## src/rtl/eth_rx_demux.sv

```systemverilog
// Ethernet receive demultiplexer: parses the 14-byte header, filters on destination MAC,
// and steers the payload to one of NUM_CH AXI-Stream channels chosen by EtherType.
module eth_rx_demux #(
  parameter int                   NUM_CH      = 2,
  parameter logic [NUM_CH*16-1:0] ETYPE_LIST  = {16'h0800, 16'h0806},
  parameter int                   TIMEOUT_CYC = 4095,
  parameter int                   CNT_W       = 16
) (
  input  logic                  clk,
  input  logic                  reset,
  input  logic [47:0]           mac_addr,
  input  logic                  promisc_in,
  input  logic [7:0]            s_axis_tdata,
  input  logic                  s_axis_tvalid,
  input  logic                  s_axis_tlast,
  output logic                  s_axis_tready,
  output logic [8*NUM_CH-1:0]   m_axis_tdata,
  output logic [NUM_CH-1:0]     m_axis_tvalid,
  output logic [NUM_CH-1:0]     m_axis_tlast,
  input  logic [NUM_CH-1:0]     m_axis_tready,
  output logic                  meta_valid_out,
  output logic [2:0]            meta_chan_out,
  output logic [47:0]           src_mac_out,
  output logic [15:0]           ethertype_out,
  output logic                  timeout_out,
  output logic [CNT_W-1:0]      frame_cnt_out,
  output logic [CNT_W-1:0]      drop_cnt_out
);

  localparam int TMR_W = $clog2(TIMEOUT_CYC + 1);

  typedef enum logic [1:0] {ST_HDR, ST_FWD, ST_DROP, ST_FLUSH} state_t;

  state_t            state, state_nxt;
  logic [3:0]        hdr_cnt;
  logic [103:0]      hdr_sr;
  logic              promisc_q;
  logic [TMR_W-1:0]  timer;
  logic [2:0]        sel;

  logic              hs;
  logic [111:0]      hdr_full;
  logic [47:0]       hdr_dst;
  logic [47:0]       hdr_src;
  logic [15:0]       hdr_etype;
  logic              dst_ok;
  logic              etype_hit;
  logic [2:0]        etype_idx;
  logic              sel_rdy;
  logic              timer_run;
  logic              timeout_hit;
  logic              accept;
  logic              drop;

  function automatic logic [CNT_W-1:0] sat_inc(input logic [CNT_W-1:0] v);
    return (&v) ? v : v + {{(CNT_W-1){1'b0}}, 1'b1};
  endfunction

  assign hs        = s_axis_tvalid & s_axis_tready;
  assign hdr_full  = {hdr_sr, s_axis_tdata};
  assign hdr_dst   = hdr_full[111:64];
  assign hdr_src   = hdr_full[63:16];
  assign hdr_etype = hdr_full[15:0];
  assign dst_ok    = (hdr_dst == mac_addr) || (&hdr_dst) || promisc_q;

  // Idle upstream only matters once a frame is in progress; downstream stalls never count.
  assign timer_run   = !s_axis_tvalid && ((hdr_cnt != 4'd0) || (state == ST_FWD) || (state == ST_DROP));
  assign timeout_hit = timer_run && (timer == TMR_W'(TIMEOUT_CYC - 1));

  always_comb begin
    etype_hit = 1'b0;
    etype_idx = 3'd0;
    sel_rdy   = 1'b0;
    for (int i = NUM_CH - 1; i >= 0; i--) begin
      if (hdr_etype == ETYPE_LIST[16*i +: 16]) begin
        etype_hit = 1'b1;
        etype_idx = 3'(i);
      end
    end
    for (int i = 0; i < NUM_CH; i++) begin
      if (sel == 3'(i)) sel_rdy = m_axis_tready[i];
    end
  end

  always_comb begin
    state_nxt     = state;
    accept        = 1'b0;
    drop          = 1'b0;
    s_axis_tready = 1'b1;
    m_axis_tdata  = '0;
    m_axis_tvalid = '0;
    m_axis_tlast  = '0;
    case (state)
      ST_HDR: begin
        if (timeout_hit) begin
          drop = 1'b1;
        end else if (hs) begin
          if (s_axis_tlast) begin
            drop = 1'b1;
          end else if (hdr_cnt == 4'd13) begin
            if (dst_ok && etype_hit) begin
              accept    = 1'b1;
              state_nxt = ST_FWD;
            end else begin
              drop      = 1'b1;
              state_nxt = ST_DROP;
            end
          end
        end
      end
      ST_FWD: begin
        s_axis_tready = sel_rdy;
        for (int i = 0; i < NUM_CH; i++) begin
          if (sel == 3'(i)) begin
            m_axis_tdata[8*i +: 8] = s_axis_tdata;
            m_axis_tvalid[i]       = s_axis_tvalid;
            m_axis_tlast[i]        = s_axis_tlast;
          end
        end
        if (timeout_hit) begin
          drop      = 1'b1;
          state_nxt = ST_FLUSH;
        end else if (hs && s_axis_tlast) begin
          state_nxt = ST_HDR;
        end
      end
      ST_DROP: begin
        if (timeout_hit) begin
          drop      = 1'b1;
          state_nxt = ST_HDR;
        end else if (hs && s_axis_tlast) begin
          state_nxt = ST_HDR;
        end
      end
      ST_FLUSH: begin
        // Terminate the downstream frame with an empty last beat; the rest of the
        // upstream frame is then discarded in DROP.
        s_axis_tready = 1'b0;
        for (int i = 0; i < NUM_CH; i++) begin
          if (sel == 3'(i)) begin
            m_axis_tvalid[i] = 1'b1;
            m_axis_tlast[i]  = 1'b1;
          end
        end
        if (sel_rdy) state_nxt = ST_DROP;
      end
      default: state_nxt = ST_HDR;
    endcase
  end

  always_ff @(posedge clk or posedge reset) begin
    if (reset) begin
      state          <= ST_HDR;
      hdr_cnt        <= 4'd0;
      promisc_q      <= 1'b0;
      timer          <= '0;
      sel            <= 3'd0;
      meta_valid_out <= 1'b0;
      meta_chan_out  <= 3'd0;
      src_mac_out    <= 48'd0;
      ethertype_out  <= 16'd0;
      timeout_out    <= 1'b0;
      frame_cnt_out  <= '0;
      drop_cnt_out   <= '0;
    end else begin
      state          <= state_nxt;
      meta_valid_out <= accept;
      timeout_out    <= timeout_hit;
      if (state != ST_HDR || timeout_hit) begin
        hdr_cnt <= 4'd0;
      end else if (hs) begin
        hdr_cnt <= (s_axis_tlast || hdr_cnt == 4'd13) ? 4'd0 : hdr_cnt + 4'd1;
      end
      if (hs && state == ST_HDR && hdr_cnt == 4'd0) promisc_q <= promisc_in;
      if (hs || timeout_hit || state == ST_FLUSH || (state == ST_HDR && hdr_cnt == 4'd0)) begin
        timer <= '0;
      end else if (timer_run) begin
        timer <= timer + TMR_W'(1);
      end
      if (accept) begin
        sel           <= etype_idx;
        meta_chan_out <= etype_idx;
        src_mac_out   <= hdr_src;
        ethertype_out <= hdr_etype;
        frame_cnt_out <= sat_inc(frame_cnt_out);
      end
      if (drop) drop_cnt_out <= sat_inc(drop_cnt_out);
    end
  end

  // Header shift register is pure data; stale contents are overwritten byte by byte.
  always_ff @(posedge clk) begin
    if (hs && state == ST_HDR) hdr_sr <= hdr_full[103:0];
  end

endmodule

```

## config.mk

```make
export PLATFORM = sky130hd
export DESIGN_NAME = eth_rx_demux
export DESIGN_NICKNAME = d
export VERILOG_FILES = /design/src/rtl/eth_rx_demux.sv
export SDC_FILE = /design/constraint.sdc
export NUM_CORES = 1
export LEC_CHECK = 0
export CORE_MARGIN = 8
export CORE_UTILIZATION = 48
export CTS_BUF_LIST = sky130_fd_sc_hd__clkbuf_8
export DETAILED_ROUTE_END_ITERATION = 8
export PLACE_DENSITY = 0.88
export RECOVER_POWER = 50
export SLEW_MARGIN = 20
export SYNTH_ARGS = -nofsm -noshare
export SYNTH_HDL_FRONTEND = slang
export SYNTH_SLANG_ARGS = --single-unit
```

## constraint.sdc

```tcl
create_clock -name clk -period 3.7 [get_ports clk]
set_input_delay 0.74 -clock clk [delete_from_list [all_inputs] [get_ports clk]]
set_output_delay 0.74 -clock clk [all_outputs]
set_load 0.01 [all_outputs]
```

; ---- Yosys cells after proc, flatten, opt, wreduce, memory -nomap -nowiden
; Index checks and enable logic that the tools add are counted.
; Widths: inputs -> output; s select.
[word_totals]
ff_bits = 224
inputBits = 63
out_inout_bits = 122
[op_classes]
addsub = 4
n_eq_ne = 14
mux = 46
n_bitwise = 3
reduce_logical = 31
[op_table]
columns = op, count
row1 = $eq 48x48->1, 1
row2 = $reduce_and 48->1, 1
row3 = $add 16x1->16 const B, 2
row4 = $eq 16x12->1 const B, 2
row5 = $reduce_and 16->1, 2
row6 = $mux 12, 2
row7 = $mux 1, 23
row8 = $mux 2, 9
row9 = $mux 16, 1
row10 = $mux 8, 2
row11 = $add 12x1->12 const B, 1
row12 = $eq 12x12->1 const B, 1
row13 = $mux 4, 3
row14 = $ne 2x2->1 const B, 5
row15 = $logic_or 1x1->1, 9
row16 = $pmux 2 s2, 2
row17 = $pmux 2 s4, 1
row18 = $logic_and 1x1->1, 7
row19 = $reduce_bool 2->1, 3
row20 = $reduce_and 5->1, 1
row21 = $add 4x1->4 const B, 1
row22 = $eq 2x2->1 const B, 2
row23 = $eq 4x4->1 const B, 1
row24 = $logic_not 4->1, 1
row25 = 12 further kinds, 15

; ---- Logic depth before layout (Yosys ltp)
; Gate-level depths: netlist of run 1.
[logic_depth]
ltp_word = 11
depth_mapped = 11
ltp_nobuf = 9

; ---- Worst setup path after synthesis of run 1
; No wires, ideal clock.
[synth_timing]
path_type = input to register
from = in m_axis_tready[1]
to = reg frame_cnt_out[8]
setup_time_ps = 125
t_arrival_ps = 3645
path_slack_ps = -70
path_stages = 8
n_path_buf = 2
path_cell_list = mux2i_1 > a211oi_2 > and2_0 > buf_2 > nand4_4 > buf_6 > nor3_1 > mux2_2
[synth_between]
elab_chain_len = 7
[synth_lines]
columns = element, line_no
row1 = start: declaration, 20  ; input logic [NUM_CH-1:0] m_axis_tready,
row2 = $mux 1, 81  ; if (sel == 3'(i)) sel_rdy = m_axis_tready[i];
row3 = $pmux 1 s2, 93  ; case (state)
row4 = $and 1x1->1, 59  ; assign hs = s_axis_tvalid & s_axis_tready;
row5 = $mux 1, 97  ; end else if (hs) begin
row6 = $mux 1, 95  ; if (timeout_hit) begin
row7 = $mux 1, 93
row8 = $reduce_and 2->1 (no source line), --
row9 = end signal: assignment, 185  ; frame_cnt_out <= sat_inc(frame_cnt_out);
row10 = end: declaration, 26  ; output logic [CNT_W-1:0] frame_cnt_out,
; No other way between the ends.
; A chain may end at the register's enable or synchronous reset.

; ---- Worst setup path after layout of run 1
[layout_timing]
from = reg state[1]
to = out m_axis_tdata[5]
[layout_between]
elab_chain_len = 2
[layout_lines]
columns = element, line_no
row1 = start: declaration, 34  ; state_t state, state_nxt;
row2 = start signal: assignment, 166  ; state <= state_nxt;
row3 = $eq 2x1->1, 93
row4 = $mux 16, 93
row5 = end: declaration, 17  ; output logic [8*NUM_CH-1:0] m_axis_tdata,
; No other way between the ends.

==> flow_metrics.py, run 1 <==
metrics = {
    "outcome": {
        "outcome": "finished with violations",
        "failed_checks": "max-capacitance violations, max-slew violations",
    },
    "clock_network": {
        "clkLatencyLatePin_ns": 0.52,
        "htreeDepth": 2,
        "cts_resized": 0,
        "clock-sinks": 222,
        "cts_tree": "built",
        "cts_hold_buf": 0,
        "clk_pin_slew_ns": 0.06,
        "cts-root-buf": "clkbuf_8",
        "cts_buffers": 37,
        "cts_max_path_buffers": 3,
        "post_cts_buffers": 0,
    },
    "sta": {
        "finalSetupViolations": 0,
        "slew_viol_final": 41,
        "finalHoldViolCount": 0,
        "fmax_mhz": 301,
        "worst_pin_slew_ns": 1.76,
        "timing.setup.tns_ns": 0,
        "fin_crit_sh_pct": 89.9,
        "fin_worst_skew_ns": 0.0208,
        "holdWs_ns": 0.439,
        "rsz0062_at_grt": "no",
        "max_slew_margin_pct": -18.0,
        "post-route-min-period_ns": 3.32,
    },
    "logic_synthesis": {
        "ys.warnings.count": 0,
        "avgSynthCellArea_sq_um": 14.2,
        "synth_top_area_share_pct": 34.3,
        "syn_inst": 640,
        "seq_area_frac_synth_pct": 66.7,
        "synthArstFlopShare_pct": 53.2,
        "synth_edf_count": 104,
        "ys_ff_latch": 222,
        "synth_flop_cell": "dfrtp_1",
        "synth.area.top_cells": "edfxtp_1 34%, dfrtp_1 32%, mux2_2 6.9%",
        "yosysTopAreaCell": "edfxtp_1",
        "synth_area_sq_mm": 0.00911,
        "ys_types": 47,
    },
    "placement": {
        "placed_area_sq_mm": 0.0113,
        "dpl.hpwl_mm": 15.6,
        "routabilityCongestion": 0.883,
        "dp.cells": 1050,
        "io_buffers": 182,
    },
    "global_route": {
        "grt_max_degree": 110,
        "grt_pass1_wl_mm": 35.1,
        "first_global_vias": 6460,
        "grt-ovfl-total": 0,
        "antenna_found_initial": 0,
        "grt_usage_pct": 18.7,
    },
    "pwr": {
        "sw_frac_of_total_pct": 26.4,
        "p_comb_share_pct": 11.5,
        "switching_power_w": 0.00158,
        "pwr_density_cell_mw_per_mm2": 502,
        "power_w": 0.00601,
        "clockPowerShare_pct": 34.6,
        "power_frac_seq_pct": 53.8,
        "p_leak_nw": 5.22,
        "vdd_drop_max_mv": 0.335,
        "internal_power_w": 0.00443,
    },
    "cells_and_area": {
        "final_cells": 1118,
        "final_common_cell": "dfrtp_1",
        "fin_area_sq_mm": 0.0120,
        "final_cell_mix": "118 x dfrtp_1, 114 x clkdlybuf4s50_1, 104 x edfxtp_1",
        "num-nets-final": 930,
        "register_area_sq_mm": 0.00608,
        "drive_gt1_share_pct": 13.9,
        "multi_input_area_sq_mm": 0.00292,
        "n_fill_cell": 1353,
        "antenna_cells": 0,
        "syn_to_final_growth_pct": 31.5,
    },
    "setup_path": {
        "crit_start": "state[1]",
        "crit_arrival_ns": 2.58,
        "crit_required_ns": 2.96,
        "worst-path-max-fanout": 16,
        "crit_end": "m_axis_tdata[5]",
        "crit_path_start_kind": "flip-flop",
        "timing.rr.start": "hdr_sr[68]",
        "path_class": "reg2out",
        "critPathCaptureType": "primary output",
        "reg2regPathDepth": 8,
        "regToRegSetupSlack_ns": 0.75,
        "r2r_end": "frame_cnt_out[15]",
    },
    "floorplanning": {
        "core-area_sq_mm": 0.0186,
        "fp.dieH_um": 154,
        "chipWidth_um": 154,
        "initial_core_util_pct": 48.8,
        "row_count": 50,
        "dieArea_sq_mm": 0.0236,
        "num_io_pins": 185,
    },
    "drt": {
        "via_per_inst": 5.38,
        "drc": 0,
        "drt-total-wl_mm": 21.7,
        "firstDrtPassIters": 5,
        "vias": 6011,
        "wire_per_inst_um": 19.4,
        "drt_iter0_drc": 468,
        "ant_nets": 0,
    },
    "run": {
        "drv_cap": 1,
    },
    "hold_path": {
        "hp-class": "reg2reg",
    },
}
-- through the flow --
step | worst slack (ns) | util (%)
5_1_grt | 0.173 | 64.2
6_report | 0.375 | 64.2
2_1_floorplan | 0.527 | -
3_5_place_dp | 0.0468 | 60.4
4_1_cts | 0.340 | 64.4
3_3_place_gp | 0.225 | 60.4
-- cell type report --
class | count | share of cell area, %
clock buffers | 46 | 5.29
clock inverters | 22 | 0.857
well taps | 234 | 2.45
flip-flops and latches | 222 | 50.8
repair buffers | 191 | 15.9
multi-input cells | 392 | 24.4
inverters | 11 | 0.355
-- synthesized netlist by cell type, types with 6 or more instances --
| master | n |
|---|---|
| dfrtp_1 | 118 |
| edfxtp_1 | 104 |
| xor2_1 | 69 |
| mux2_2 | 56 |
| nor2_1 | 28 |
| nand4_1 | 27 |
| nor4_1 | 26 |
| nand2_1 | 24 |
| nand3_1 | 24 |
| and2_1 | 22 |
| and3_1 | 19 |
| xnor2_1 | 15 |
| a21oi_1 | 13 |
| ha_1 | 12 |
| inv_1 | 11 |
| and4_1 | 7 |
| nor3_1 | 7 |
| o21ai_0 | 6 |
-- state kept, by name, summed over array words and instances (netlist names) --
signal	flops
hdr_sr	104
src_mac_out	48
drop_cnt_out	16
ethertype_out	16
frame_cnt_out	16
timer	12
hdr_cnt	4
state	2
meta_valid_out	1
promisc_q	1
sel	1
timeout_out	1
-- worst max-delay path, stage by stage, from the launching register on --
cell	delay (ns)
dfrtp_1	0.43
inv_1	0.13
ha_1	0.17
buf_4	0.21
nor2b_1	0.39
and2_1	0.20
clkdlybuf4s50_1	0.55
-- layer usage --
layer | global-route usage (%) | vias to the layer above | part of all wire, %
li1 | - | 2779 | -
met1 | 23.2 | 2978 | 42
met2 | 30.7 | 223 | 48
met3 | 6.39 | 31 | 8.2
met4 | 4.76 | 0 | 1.6
met5 | 0 | - | 0
-- power groups by stage --
stage | logic [W] | registers (W) | clock network, W
after global routing | 0.000765 | 0.00328 | 0.00226
final | 0.000693 | 0.00323 | 0.00208
after CTS | 0.000707 | 0.00324 | 0.00215
after floorplan | 0.000411 | 0.00321 | 0
after detailed placement | 0.000704 | 0.00328 | 0
after global placement | 0.000684 | 0.00327 | 0
-- worst min path at each step --
stage / from / end / slack, ns / cells past startpoint
finish: hdr_sr[42] / hdr_sr[50] / 0.44 / 0
global route: hdr_sr[34] / hdr_sr[42] / 0.45 / 0
CTS: hdr_sr[42] / hdr_sr[50] / 0.44 / 0
detailed placement: hdr_sr[50] / hdr_sr[58] / 0.43 / 0
global placement: hdr_sr[3] / hdr_sr[11] / 0.43 / 0
floorplan: hdr_sr[3] / hdr_sr[11] / 0.42 / 0
-- cell families (layout without fill, tap and decap cells) --
| group | Yosys count | after routing | share of synthesized area [%] |
|---|---|---|---|
| muxes | 57 | 57 | 7.03 |
| other | 1 | 2 | 0.0412 |
| adders and majority gates | 12 | 12 | 1.65 |
| xor gates and xnor gates | 84 | 84 | 8.08 |
| DFF | 222 | 222 | 66.7 |
| AOI/OAI and AO/OA | 36 | 36 | 2.62 |
| buffers and inverters | 27 | 270 | 1.33 |
| and+or+nand+nor | 201 | 201 | 12.5 |
(Power assumes the default switching activity.)
==> inputs of run 2 (changes only) <==
--- a/config.mk
+++ b/config.mk
@@ -6,10 +6,10 @@
 export NUM_CORES = 1
 export LEC_CHECK = 0
 export CORE_MARGIN = 8
-export CORE_UTILIZATION = 48
+export CORE_UTILIZATION = 53
 export CTS_BUF_LIST = sky130_fd_sc_hd__clkbuf_8
 export DETAILED_ROUTE_END_ITERATION = 8
-export PLACE_DENSITY = 0.88
+export PLACE_DENSITY = 0.92
 export RECOVER_POWER = 50
 export SLEW_MARGIN = 20
 export SYNTH_ARGS = -nofsm -noshare
==> constraint.sdc (replaced) <==
create_clock -name clk -period 3.67 [get_ports clk]
set_input_delay 0.734 -clock clk [delete_from_list [all_inputs] [get_ports clk]]
set_output_delay 0.734 -clock clk [all_outputs]
set_load 0.01 [all_outputs]
==> flow_metrics.py, run 2 (same netlist as run 1, synthesis figures left out) <==
metrics = {
    "outcome": {
        "outcome": "finished with violations",
        "failed_checks": "max-capacitance violations, max-slew violations",
    },
    "global_route": {
        "first_global_vias": 6491,
        "busiest_layer": "met2",
        "grt_util_met1_pct": 24.9,
        "met3_usage_pct": 6.24,
        "grt_pass1_wl_mm": 34.6,
        "antenna_found_initial": 0,
        "grt_util_met2_pct": 32.4,
        "grt_usage_pct": 20.0,
        "grt-ovfl-total": 0,
        "grt_max_degree": 119,
    },
    "pwr": {
        "p_leak_nw": 5.18,
        "power_w": 0.00593,
        "switching_power_w": 0.00158,
        "power_frac_seq_pct": 55.1,
        "p_comb_share_pct": 11.9,
        "vdd_drop_max_mv": 0.373,
        "pwr_density_cell_mw_per_mm2": 499,
        "sw_frac_of_total_pct": 26.6,
        "clockPowerShare_pct": 32.9,
        "internal_power_w": 0.00435,
    },
    "clock_network": {
        "clock-sinks": 222,
        "cts_max_path_buffers": 3,
        "htreeDepth": 2,
        "cts_buffers": 36,
        "post_cts_buffers": 0,
        "clk_pin_slew_ns": 0.06,
        "clkLatencyLatePin_ns": 0.51,
        "cts_hold_buf": 0,
        "cts_tree": "built",
        "cts-root-buf": "clkbuf_8",
    },
    "run": {
        "drv_cap": 1,
    },
    "sta": {
        "timing.setup.tns_ns": 0,
        "finalSetupViolations": 0,
        "holdWs_ns": 0.443,
        "rsz0062_at_grt": "no",
        "post-route-min-period_ns": 3.33,
        "worst_pin_slew_ns": 1.58,
        "fin_crit_sh_pct": 90.8,
        "finalHoldViolCount": 0,
        "max_slew_margin_pct": -5.40,
        "slew_viol_final": 119,
        "fmax_mhz": 300,
        "fin_worst_skew_ns": 0.0222,
    },
    "cells_and_area": {
        "antenna_cells": 0,
        "num-nets-final": 929,
        "final_cells": 1104,
        "final_common_cell": "dfrtp_1",
        "largest_register": "hdr_sr",
        "syn_to_final_growth_pct": 30.5,
        "drive_gt1_share_pct": 13.4,
        "largest_registers": "hdr_sr: 104 flops, src_mac_out: 48 flops",
        "largest_reg_flops": 104,
        "final_cell_mix": "118 x dfrtp_1, 114 x clkdlybuf4s50_1, 104 x edfxtp_1",
    },
    "setup_path": {
        "worst-path-max-fanout": 17,
        "crit_path_start_kind": "flip-flop",
        "crit_required_ns": 2.94,
        "regToRegSetupSlack_ns": 0.76,
        "reg2regPathDepth": 9,
        "crit_end": "m_axis_tdata[3]",
        "crit_arrival_ns": 2.60,
        "path_class": "reg2out",
        "timing.rr.start": "hdr_cnt[0]",
        "r2r_end": "drop_cnt_out[1]",
        "critPathCaptureType": "primary output",
        "crit_start": "state[1]",
    },
    "drt": {
        "drt-total-wl_mm": 21.6,
        "drt_iter0_drc": 507,
        "drc": 0,
        "firstDrtPassIters": 5,
        "wire_per_inst_um": 19.6,
        "vias": 6043,
        "via_per_inst": 5.47,
        "ant_nets": 0,
    },
    "placement": {
        "dp.cells": 1041,
        "dpl.hpwl_mm": 15.4,
        "io_buffers": 182,
        "routabilityCongestion": 0.868,
    },
    "floorplanning": {
        "initial_core_util_pct": 53.4,
        "row_count": 48,
        "dieArea_sq_mm": 0.0216,
        "core-area_sq_mm": 0.0171,
        "chipWidth_um": 147,
        "fp.dieH_um": 147,
        "num_io_pins": 185,
    },
    "hold_path": {
        "hp-class": "reg2reg",
        "worstHoldPathCells": 0,
    },
}
## run 2: cell count changes in the layout (fill, tap and decap cells not counted), moves of 2 or more
cell,change
clkbuf_2,-2
clkbuf_8,-5
inv_1,+2
buf_4,+2
inv_6,-2
## run 2: per-layer routing
layer,part of all wire [%],up-vias
met5,0,-
met4,2.4,0
met3,8.0,39
met2,49,269
met1,41,2955
li1,-,2780
## run 2: worst min-delay path by stage
stage | start | to
after floorplan | hdr_sr[3] | hdr_sr[11]
after global placement | hdr_sr[14] | hdr_sr[22]
after detailed placement | hdr_sr[54] | hdr_sr[62]
after CTS | hdr_sr[54] | hdr_sr[62]
after global routing | hdr_sr[54] | hdr_sr[62]
final | hdr_sr[54] | hdr_sr[62]
## run 2: final cells by class
type,count,area (sq um)
clock buffer,41,564
clock inverter,22,100
fill,1167,5170
inverter,11,45.0
multi-input combinational,392,2920
sequential,222,6080
tap,225,282
timing repair buffer,191,1900
## run 2: what timing repair did
action	in CTS	in global routing
resized for setup	0	1
setup endpoints to repair	0	4
endpoints found under the hold margin	0	0
## run 2: power groups by stage
| stage | Clock, W | Combinational, W | Sequential (W) |
|---|---|---|---|
| 2_1_floorplan | 0 | 0.000414 | 0.00324 |
| 3_3_place_gp | 0 | 0.000684 | 0.00329 |
| 3_5_place_dp | 0 | 0.000706 | 0.00331 |
| 4_1_cts | 0.00200 | 0.000714 | 0.00327 |
| 5_1_grt | 0.00212 | 0.000774 | 0.00331 |
| 6_report | 0.00195 | 0.000707 | 0.00327 |
## run 2: worst max-delay path, stage by stage (launching register included)
cell,delay (ns)
dfrtp_1,0.43
inv_1,0.12
ha_2,0.38
nor2b_1,0.40
and2_1,0.19
clkdlybuf4s50_1,0.56
## run 2: per-stage QoR
step                      util [%]  cell area, sq um  setup WS (ns)
after floorplan                  -              9120          0.503
after global placement        65.9             11200          0.206
after detailed placement      65.9             11200          0.102
after CTS                     69.7             11900          0.153
after global routing          69.7             11900          0.165
final                         69.7             11900          0.339
==> inputs of run 3 (changes only) <==
--- a/config.mk
+++ b/config.mk
@@ -9,7 +9,7 @@
 export CORE_UTILIZATION = 53
 export CTS_BUF_LIST = sky130_fd_sc_hd__clkbuf_8
 export DETAILED_ROUTE_END_ITERATION = 8
-export PLACE_DENSITY = 0.92
+export PLACE_DENSITY = 0.91
 export RECOVER_POWER = 50
 export SLEW_MARGIN = 20
 export SYNTH_ARGS = -nofsm -noshare
==> flow_metrics.py, run 3 (same netlist as run 1, synthesis figures left out) <==
metrics = {
    "outcome": {
        "outcome": "finished, final reports clean",
    },
    "setup_path": {
        "crit_arrival_ns": 2.60,
        "crit_path_start_kind": "flip-flop",
        "slowest_stage": "clkdlybuf4s50_1",
        "path_class": "reg2out",
        "crit_start": "state[1]",
        "critPathCaptureType": "primary output",
        "path_cells": "inv_1 -> ha_1 -> nor2b_1 -> and2_1 -> clkdlybuf4s50_1",
        "regToRegSetupSlack_ns": 0.56,
        "crit_required_ns": 2.94,
        "timing.rr.start": "hdr_cnt[0]",
        "worst-path-max-fanout": 8,
        "cpPeakStageDelay_ns": 0.55,
        "cp_num_buf_inv": 2,
        "cp_top_family": "buffers and inverters",
    },
    "cells_and_area": {
        "drive_gt1_share_pct": 13.5,
        "register_area_sq_mm": 0.00608,
        "num-nets-final": 928,
        "largest_registers": "hdr_sr: 104 flops, src_mac_out: 48 flops",
        "multi_input_area_sq_mm": 0.00292,
        "largest_register": "hdr_sr",
        "largest_reg_flops": 104,
        "final_cell_mix": "118 x dfrtp_1, 114 x clkdlybuf4s50_1, 104 x edfxtp_1",
        "syn_to_final_growth_pct": 31.1,
        "n_fill_cell": 1185,
        "final_common_cell": "dfrtp_1",
        "fin_util_pct": 70.0,
        "antenna_cells": 0,
    },
    "drt": {
        "drc": 0,
        "drt_iter0_drc": 372,
        "drt-total-wl_mm": 21.6,
        "firstDrtPassIters": 5,
        "wire_per_inst_um": 19.6,
        "vias": 6072,
        "ant_nets": 0,
        "via_per_inst": 5.49,
    },
    "floorplanning": {
        "fp.dieH_um": 147,
        "row_count": 48,
        "num_io_pins": 185,
        "core-area_sq_mm": 0.0171,
        "chipWidth_um": 147,
        "dieArea_sq_mm": 0.0216,
        "initial_core_util_pct": 53.4,
    },
    "clock_network": {
        "clk_pin_slew_ns": 0.06,
        "cts_hold_buf": 0,
        "clkLatencyLatePin_ns": 0.52,
        "clock-sinks": 222,
        "cts_resized": 0,
        "cts-root-buf": "clkbuf_8",
        "htreeDepth": 2,
        "cts_buffers": 36,
        "post_cts_buffers": 0,
        "cts_tree": "built",
        "cts_max_path_buffers": 3,
    },
    "sta": {
        "finalSetupViolations": 0,
        "worst_pin_slew_ns": 1.28,
        "timing.setup.tns_ns": 0,
        "rsz0062_at_grt": "no",
        "finalHoldViolCount": 0,
        "slew_viol_final": 0,
        "fin_crit_sh_pct": 90.9,
        "max_slew_margin_pct": 15.0,
        "post-route-min-period_ns": 3.34,
        "fin_worst_skew_ns": 0.0190,
        "fmax_mhz": 300,
    },
    "global_route": {
        "grt_usage_pct": 20.0,
        "first_global_vias": 6416,
        "grt_pass1_wl_mm": 34.4,
        "grt-ovfl-total": 0,
        "grt_max_degree": 110,
        "antenna_found_initial": 0,
    },
    "placement": {
        "dpl.hpwl_mm": 15.4,
        "io_buffers": 182,
        "routabilityCongestion": 0.874,
    },
    "pwr": {
        "p_comb_share_pct": 11.6,
        "clockPowerShare_pct": 34.2,
        "power_frac_seq_pct": 54.2,
        "pwr_density_cell_mw_per_mm2": 505,
        "internal_power_w": 0.00444,
        "p_leak_nw": 5.20,
        "switching_power_w": 0.00159,
        "sw_frac_of_total_pct": 26.3,
        "vdd_drop_max_mv": 0.314,
    },
    "hold_path": {
        "hold_start": "hdr_sr[34]",
        "hp-class": "reg2reg",
    },
    "run": {
        "drv_cap": 0,
    },
}
[run 3: routing by layer]
layer	GRT usage [%]	vias up	wire [um]
li1	-	2778	-
met1	24.2	3008	8520
met2	33.3	256	10800
met3	6.31	30	1890
met4	6.73	0	455
met5	0	-	0
[run 3: final timing paths]
| check | endpoint | cells after the start |
|---|---|---|
| worst min-delay path | hdr_sr[42] | 0 |
| min in group asynchronous | ethertype_out[11] | 2 |
| worst max register to register | drop_cnt_out[1] | 9 |
| worst max-delay path | m_axis_tdata[4] | 5 |
| max in group asynchronous | src_mac_out[41] | 3 |
| worst min register to register | hdr_sr[42] | 0 |
[run 3: cell type report]
type / count / share of cell area (%)
inverter: 11 / 0.356
clock inverter: 24 / 1.13
clock buffer: 42 / 4.84
multi-input combinational: 392 / 24.4
sequential: 222 / 50.9
timing repair buffer: 190 / 16.0
tap: 225 / 2.36
[run 3: power groups by stage]
stage,clock (W),combinational [W],sequential [W]
after floorplan,0,0.000414,0.00324
after global placement,0,0.000685,0.00329
after detailed placement,0,0.000704,0.00331
after CTS,0.00212,0.000709,0.00327
after global routing,0.00224,0.000775,0.00330
final,0.00206,0.000699,0.00327
[run 3: through the flow]
stage               setup WS (ns)  instances  total power [W]  cell area [sq um]  hold slack (ns)
finish                      0.335       1106          0.00603              11900            0.442
global route                0.155       1106          0.00631              11900            0.444
CTS                         0.281       1106          0.00610              12000            0.440
detailed placement         0.0657       1040          0.00402              11200            0.430
global placement            0.191       1040          0.00397              11200            0.425
floorplan                   0.503        641          0.00365               9120            0.418
[run 3: worst reg2reg max path: cells and delay by family, from the launching register on]
| kind | cells | cell delay [ns] |
|---|---|---|
| DFF | 1 | 0.44 |
| adders and majority gates | 1 | 0.13 |
| buffers and inverters | 1 | 0.08 |
| muxes | 1 | 0.34 |
| and+or+nand+nor | 4 | 1.16 |
| AOI/OAI and AO/OA | 2 | 0.84 |
==> patch (config.mk and constraints of run 2) <==
The 4 states of `state_t` get a one-hot encoding in 4 bits.
--- a/src/rtl/eth_rx_demux.sv
+++ b/src/rtl/eth_rx_demux.sv
@@ -31,3 +31,3 @@
 
-  typedef enum logic [1:0] {ST_HDR, ST_FWD, ST_DROP, ST_FLUSH} state_t;
+  typedef enum logic [3:0] {ST_HDR = 4'b0001, ST_FWD = 4'b0010, ST_DROP = 4'b0100, ST_FLUSH = 4'b1000} state_t;
 
Check against the original RTL: no difference found for any inputs over 10 cycles, from zero or initial values and one cycle with reset high; not proved beyond that.
==> patch against run 2 <==
- final area is 1.6% higher
- setup slack worse by 0.11 ns
- routed wire length is 7.8% higher
- sequential cell count is 2 higher
- synthesized area is 2.1% higher
- final cell count is 1.9% higher
- sequential power is 4% higher
- power is 2.8% higher
- largest cell class unchanged
- highest routed layer unchanged
==> patch: results (changes against run 2) <==
Gpl congestion: 1.07 (was 0.868)
Syn-to-layout area delta: 29.9% (was 30.5%)
Number of clock buffers in the layout: 39 (was 41)
Pin count of the biggest net entering global routing: 105 (was 119)
DRT Wirelength: 23.3 mm (was 21.6 mm)
Nets@finish: 942 (was 929)
Met2 usage: 0.343 (was 0.324)
CP arrival: 2.71 ns (was 2.60 ns)
Leak: 5.11 nW (was 5.18 nW)
Yosys cell types: 55 (was 47)
GRT Total Usage: 0.212 (was 0.200)
First-pass GRT wire length: 36.8 mm (was 34.6 mm)
Share of layout cells above drive strength 1: 0.142 (was 0.134)
Post-DP Area: 11,500 um^2 (was 11,200 um^2)
CTS Buf Count: 37 (was 36)
Status: finished clean (was finished with violations)
ClkCell Share: 0.0538 (was 0.0559)
Minimum hold slack: 0.438 ns (was 0.443 ns)
Start point of the critical path: state[2]$_DFFE_PP0P_ (was state[1]$_DFFE_PP0P_)
Iter 0 DRT Violations: 399 (was 507)
CTS Buffer Depth: 3 (unchanged)
Hold Path End: hdr_sr[41]$_DFFE_PP_ (was hdr_sr[62]$_DFFE_PP_)
Vias in the first global route: 6,803 (was 6,491)
Slew at the pin with the worst max-slew slack: 1.38 ns (was 1.58 ns)
Number of cells on the worst reg-to-reg path: 7 (was 9)
Worst Hold Launch: hdr_sr[33]$_DFFE_PP_ (was hdr_sr[54]$_DFFE_PP_)
Multi-In Gates: 397 (was 392)
Max IR drop VDD: 0.328 mV (was 0.373 mV)
Fillers: 1,105 (was 1,167)
Place WS: 0.0876 ns (was 0.102 ns)
Clock Skew: 0.0267 ns (was 0.0222 ns)
FF-to-FF setup slack: 0.65 ns (was 0.76 ns)
CP Capture Point: m_axis_tdata[2] (was m_axis_tdata[3])
Reg2reg start: state[0]$_DFFE_PP1P_ (was hdr_cnt[0]$_DFFE_PP0P_)
Max stage delay on crit path: 0.77 ns (was 0.56 ns)
Multi-input combinational area share: 0.249 (was 0.245)
Synthesized instance count: 657 (was 640)
Synth area leaders: edfxtp_1, dfrtp_1, mux2_2 (unchanged)
Non-clock buffer count: 196 (was 191)
Top cells by count, synth: dfrtp_1, edfxtp_1, xnor2_1 (was dfrtp_1, edfxtp_1, xor2_1)
Post-route insts no fill: 1,125 (was 1,104)
Inverter count: 16 (was 11)
Met1 Use GR: 0.247 (was 0.249)
Period utilization: 0.937 (was 0.908)
Dpl hpwl: 16.8 mm (was 15.4 mm)
Async SR Flop Fraction: 0.536 (was 0.532)
#FFs+latches synth: 224 (was 222)
Die Area: 22,000 um^2 (was 21,600 um^2)
patch: routing by layer:
layer / share of wire / vias up / routed length [um]
li1: - / 2865 / -
met1: 0.38 / 3050 / 8810
met2: 0.48 / 308 / 11200
met3: 0.10 / 68 / 2430
met4: 0.037 / 0 / 872
met5: 0 / - / 0
patch: what timing repair did:
action | CTS | global route
resized for setup | 1 | 1
setup endpoints to repair | 8 | 1
setup buffers | 0 | 0
patch: logic make-up after synthesis:
family	Yosys count	synth area share
flip-flops	224	0.659
other	1	0.000403
multiplexers	55	0.0666
AO/OA/AOI/OAI	45	0.0326
buffers and inverters	37	0.0188
AND/OR/NAND/NOR	199	0.130
adder cells (fa/ha/maj)	7	0.00942
XOR/XNOR	89	0.0838
patch: power by group:
group          switching [W]  internal, W  total [W]
sequential          0.000286      0.00311    0.00339
combinational       0.000475     0.000312   0.000787
clock               0.000928     0.000984    0.00191
total                0.00169      0.00440    0.00609
